**src/rtl/fht_adc_loader.sv**
```systemverilog
// ADC front-end for fht_top: converts signed samples to FHT fixed point and fills the four RAM banks round-robin.
// Optional FHT_LOADER_BIT_REV_EN: store each bank in bit-reversed address order (natural order when undefined).
module fht_adc_loader #(
    parameter int D_BIT     = 22,
    parameter int ADC_WIDTH = 16,
    parameter int A_BIT     = 8
) (
    input  logic                 iCLK,
    input  logic                 iRESET,
    input  logic                 iVALID,
    input  logic [ADC_WIDTH-1:0] iADC,
    output logic                 oREADY,
    output logic [D_BIT-1:0]     oDATA,
    output logic [A_BIT-1:0]     oADDR,
    output logic [3:0]           oWE,
    output logic                 oSTART,
    input  logic                 iFHT_RDY,
    output logic                 oOVF,
    input  logic                 iCLR_OVF
);

    localparam int CNT_W = A_BIT + 2;
    localparam int SHIFT = D_BIT - ADC_WIDTH;

    typedef enum logic [1:0] {
        S_LOAD,
        S_FLUSH,
        S_START,
        S_BUSY
    } state_t;

    state_t           state, state_nxt;
    logic [CNT_W-1:0] cnt_p0;
    logic             vld_p0;
    logic             frame_end_p0;
    logic             ovr_p0;
    logic             rdy_p1, rdy_p2;
    logic             rdy_rise_p2;

    // Sample becomes the integer part; fractional bits are zero.
    function automatic logic [D_BIT-1:0] to_fixed(input logic signed [ADC_WIDTH-1:0] s);
        logic signed [D_BIT-1:0] ext;
        ext = D_BIT'(s);
        return ext <<< SHIFT;
    endfunction

    function automatic logic [A_BIT-1:0] map_addr(input logic [A_BIT-1:0] a);
        logic [A_BIT-1:0] r;
`ifdef FHT_LOADER_BIT_REV_EN
        for (int i = 0; i < A_BIT; i++) begin
            r[i] = a[A_BIT-1-i];
        end
`else
        r = a;
`endif
        return r;
    endfunction

    assign vld_p0       = iVALID && oREADY;
    assign frame_end_p0 = vld_p0 && (cnt_p0 == {CNT_W{1'b1}});
    assign ovr_p0       = iVALID && (state != S_LOAD);
    // Edge register resets high so an idle-high FHT ready never looks like a completion.
    assign rdy_rise_p2  = rdy_p1 && !rdy_p2;

    always_comb begin
        state_nxt = state;
        case (state)
            S_LOAD:  if (frame_end_p0) state_nxt = S_FLUSH;
            S_FLUSH: state_nxt = S_START;
            S_START: state_nxt = S_BUSY;
            S_BUSY:  if (rdy_rise_p2) state_nxt = S_LOAD;
            default: state_nxt = S_LOAD;
        endcase
    end

    // Stage p0 -> registered outputs
    always_ff @(posedge iCLK or posedge iRESET) begin
        if (iRESET) begin
            state  <= S_LOAD;
            cnt_p0 <= '0;
            rdy_p1 <= 1'b1;
            rdy_p2 <= 1'b1;
            oREADY <= 1'b1;
            oSTART <= 1'b0;
            oWE    <= 4'b0000;
            oADDR  <= '0;
            oDATA  <= '0;
            oOVF   <= 1'b0;
        end else begin
            state  <= state_nxt;
            rdy_p1 <= iFHT_RDY;
            rdy_p2 <= rdy_p1;
            oREADY <= (state_nxt == S_LOAD);
            oSTART <= (state_nxt == S_START);
            oWE    <= vld_p0 ? (4'b0001 << cnt_p0[1:0]) : 4'b0000;
            if (vld_p0) begin
                cnt_p0 <= cnt_p0 + CNT_W'(1);
                oDATA  <= to_fixed(iADC);
                oADDR  <= map_addr(cnt_p0[CNT_W-1:2]);
            end
            // A new overrun in the same cycle as a clear must stay visible.
            if (ovr_p0) begin
                oOVF <= 1'b1;
            end else if (iCLR_OVF) begin
                oOVF <= 1'b0;
            end
        end
    end

endmodule

```
**config.mk**
```make
export PLATFORM = sky130hd
export DESIGN_NAME = fht_adc_loader
export DESIGN_NICKNAME = d
export VERILOG_FILES = /design/src/rtl/fht_adc_loader.sv
export SDC_FILE = /design/constraint.sdc
export NUM_CORES = 1
export LEC_CHECK = 0
export CORE_ASPECT_RATIO = 0.8
export CORE_MARGIN = 2
export CORE_UTILIZATION = 47
export DETAILED_ROUTE_END_ITERATION = 7
export GPL_TIMING_DRIVEN = 0
export PLACE_DENSITY = 0.81
export SETUP_SLACK_MARGIN = 0.3
export SYNTH_ARGS = -nofsm -noshare
export SYNTH_HDL_FRONTEND = slang
export SYNTH_SLANG_ARGS = --single-unit
```
**constraint.sdc**
```tcl
create_clock -name iCLK -period 2.55 [get_ports iCLK]
set_input_delay 0.765 -clock iCLK [delete_from_list [all_inputs] [get_ports iCLK]]
set_output_delay 0.765 -clock iCLK [all_outputs]
set_load 0.1 [all_outputs]
```
==> summary.md <==
| Metric | Value |
|---|---|
| Compound-gate portion of the synthesized area | 2.52% |
| Post-synthesis mux area share | 15.7% |
| Pre-antenna DRT Iters | 3 |
| Max clock buf depth | 2 |
| Min-Delay Path Class | reg -> reg |
| Hold buffer count at cts | 0 |
| First-pass GRT wire length | 4790 µm |
| FFs w/ async S/R, synth | 100% |
| Critical Path AT | 1440 ps |
| Initial DRC Count | 57 |
| DR vias/cell | 4.77 |
| Crit-path max FO | 1 |
| Fmax | 0.453 GHz |
| Antenna-violating nets left | 0 |
| Synth top area share | 58.8% |
| H-tree depth | 2 |
| PortBufs | 51 |
| Area occupied by multi-input gates | 603 µm² |
| Filler-free cell count of the finished design | 230 |
| FF/Latch Area | 1130 µm² |
| Final period utilization | 86.6% |
| Post-route cell area | 2340 µm² |
| Post-synth top area cell | dfrtp_1 |
| Clock Latency Late Sink | 290 ps |
| CP max stage delay | 810 ps |
| Area of the mapped netlist | 1790 µm² |
| Height of the chip | 59.2 µm |
| Seq cells post-synth | 45 |
| TritonCTS clock tree | yes |
| CTS Sinks | 45 |
| Vias in the first global route | 1074 |
| Die width | 73.0 µm |
| Total wire length | 2920 µm |
| Reg clk slew, reported paths | 80 ps |
| Setup TNS | 0 ps |
| Leak | 1.13 nW |
| Area Overhead vs Synth | 31.1% |
| Core area | 3730 µm² |
| RSZ-0062 raised after global routing | no |
| Placer Congestion | 0.716 |
| WS Path Type | reg -> out |
| Crit path cell chain | clkdlybuf4s15_1 |
| Relative slew slack | 36.7% |
| Post CTS Setup Buffer Count | 0 |
| Worst setup SP type | register |
| Area contributors post-synth | dfrtp_1, mux2_1, dfstp_2 |
| Post-place setup slack | 80.6 ps |
| CTS resizes | 61 |
| Number of nets in the layout | 210 |
| Final WS setup | 343 ps |
| Overflow after GRT | 0 |
| Final Max Tran Viols | 0 |
| XOR/XNOR Fraction of Synth Area | 4.41% |
| Min Tclk post-route | 2210 ps |
| Final hold slack | 379 ps |
| Max Cap Viol | 0 |
| Worst Max-Slew Pin Slew | 953 ps |
| Kind of end point of the critical path | output pin |
| Mean Syn Cell Area | 14.7 µm² |
| Critical Path RT | 1790 ps |
| Post-DP HPWL | 2120 µm |
| Antenna violations before repair | 0 |
| Cell count after synthesis | 122 |
| Final Hold Vio Count | 0 |
| Worst Path Buf+Inv | 1 |
| Cell Rows | 20 |
| Filler instances | 287 |
| Num ports | 58 |
| Simple-gate share of the synthesized area | 7.00% |
| Via count | 1097 |
| Inserted Clock Buffers | 5 |
| Gr usage total | 14.8% |
| Synth Area in Adders | 2.80% |
| Ys Warns | 0 |
| Share of post-route cells with drive strength above 1 | 28.0% |
| Seq/Total Area, Yosys | 63.2% |
| Initial Util | 48.0% |
| Ant diodes | 0 |
| EDFF count, synth | 0 |
| Clock Skew | 6.68 ps |
| Post-DP Area | 2370 µm² |
| Pwr dens | 981 nW/µm² |
| WL/cell | 12.7 µm |
| Clk root buf | clkbuf_8 |
| Final setup fails | 0 |
| Crit path max-delay family | buffers and inverters |
| Unique masters post-synth | 26 |
| Max rail drop VDD | 725 µV |
| DRC errors left | 0 |
| Main combinational cell family by area after synthesis | multiplexers |
| Dominant synthesized flop cell | dfrtp_1 |
| Die ar. | 4320 µm² |
| Status | finished clean |
| Pin count of the biggest net entering global routing | 46 |
| Post-Place Cells | 222 |
| Crit path max-delay cell type | clkdlybuf4s15_1 |
-- cells in the final DEF (no fill, tap or decap), drive strengths merged --
cell / instances
a2bb2oi: 1
and2: 1
and3: 6
and4: 1
buf: 8
clkbuf: 29
clkdlybuf4s15: 8
clkdlybuf4s50: 20
clkinv: 2
conb: 6
dfrtp: 42
dfstp: 3
ha: 4
inv: 5
mux2: 25
nand2: 4
nand3: 3
nand4: 1
nand4b: 1
nor2: 1
nor2b: 1
o21a: 1
o21ai: 3
o31ai: 1
xnor2: 7
xor2: 2
-- cell type report --
type	instances	share of cell area, %
sequential	45	48.2
multi-input combinational	69	25.7
timing repair buffer	51	17.1
clock buffer	6	3.09
buffer	8	2.35
tap	44	2.35
inverter	5	0.800
clock inverter	2	0.427
-- kinds of logic (layout without fill, tap and decap cells) --
family | count (synthesis) | in the layout
AO/OA/AOI/OAI | 6 | 6
XOR/XNOR | 9 | 9
adder cells (fa/ha/maj) | 4 | 4
buffers and inverters | 13 | 72
flip-flops | 45 | 45
multiplexers | 25 | 25
other | 1 | 6
AND/OR/NAND/NOR | 19 | 19
-- path summary, 6_finish.rpt --
| path | from | to | slack, ps | depth (start not counted) |
|---|---|---|---|---|
| worst min-delay path | rdy_p1$_DFF_PP1_ | rdy_p2$_DFF_PP1_ | 380 | 0 |
| worst max register to register | cnt_p0[0]$_DFFE_PP0P_ | oREADY$_DFF_PP1_ | 1090 | 5 |
| min in group asynchronous | iRESET | oDATA[6]$_DFFE_PP0P_ | 970 | 2 |
| worst min register to register | rdy_p1$_DFF_PP1_ | rdy_p2$_DFF_PP1_ | 380 | 0 |
| worst max-delay path | oWE[1]$_DFF_PP0_ | oWE[1] | 340 | 1 |
| max in group asynchronous | iRESET | oADDR[3]$_DFFE_PP0P_ | 1030 | 2 |
-- power breakdown --
part           switching (mW)  total, mW  internal (mW)
clock                   0.223      0.413          0.190
combinational           0.743      0.938          0.195
sequential              0.103      0.949          0.846
-- through the flow --
| step | total power, mW | util, % |
|---|---|---|
| finish | 2.30 | 62.9 |
| floorplan | 1.72 | - |
| global placement | 1.95 | 63.6 |
| global route | 2.42 | 62.9 |
| detailed placement | 1.98 | 63.6 |
| CTS | 2.35 | 65.8 |
-- synthesized netlist by cell type, types with 2 or more instances --
cell and number:
buf_4 6, xor2_1 2, dfrtp_1 42, and3_4 2, nand2_1 3, buf_2 2, o21ai_0 2, dfstp_2 3
mux2_1 25, xnor2_1 7, inv_1 5, ha_1 4, and3_1 4, nand3_1 3
-- registers in the layout, indices dropped and copies added, names as in the netlist, 2 cells and up --
| name | count |
|---|---|
| state | 2 |
| oWE | 4 |
| cnt_p0 | 10 |
| oADDR | 8 |
| oDATA | 16 |
-- metal layers --
layer / global-route usage, % / part of all wire [%] / up-vias
met3: 4.59 / 7.9 / 6
met1: 18.0 / 46 / 524
met5: 0 / 0 / -
li1: - / - / 525
met4: 7.14 / 1.4 / 0
met2: 24.3 / 45 / 42
Note: power is estimated with default switching activity, not from simulation.
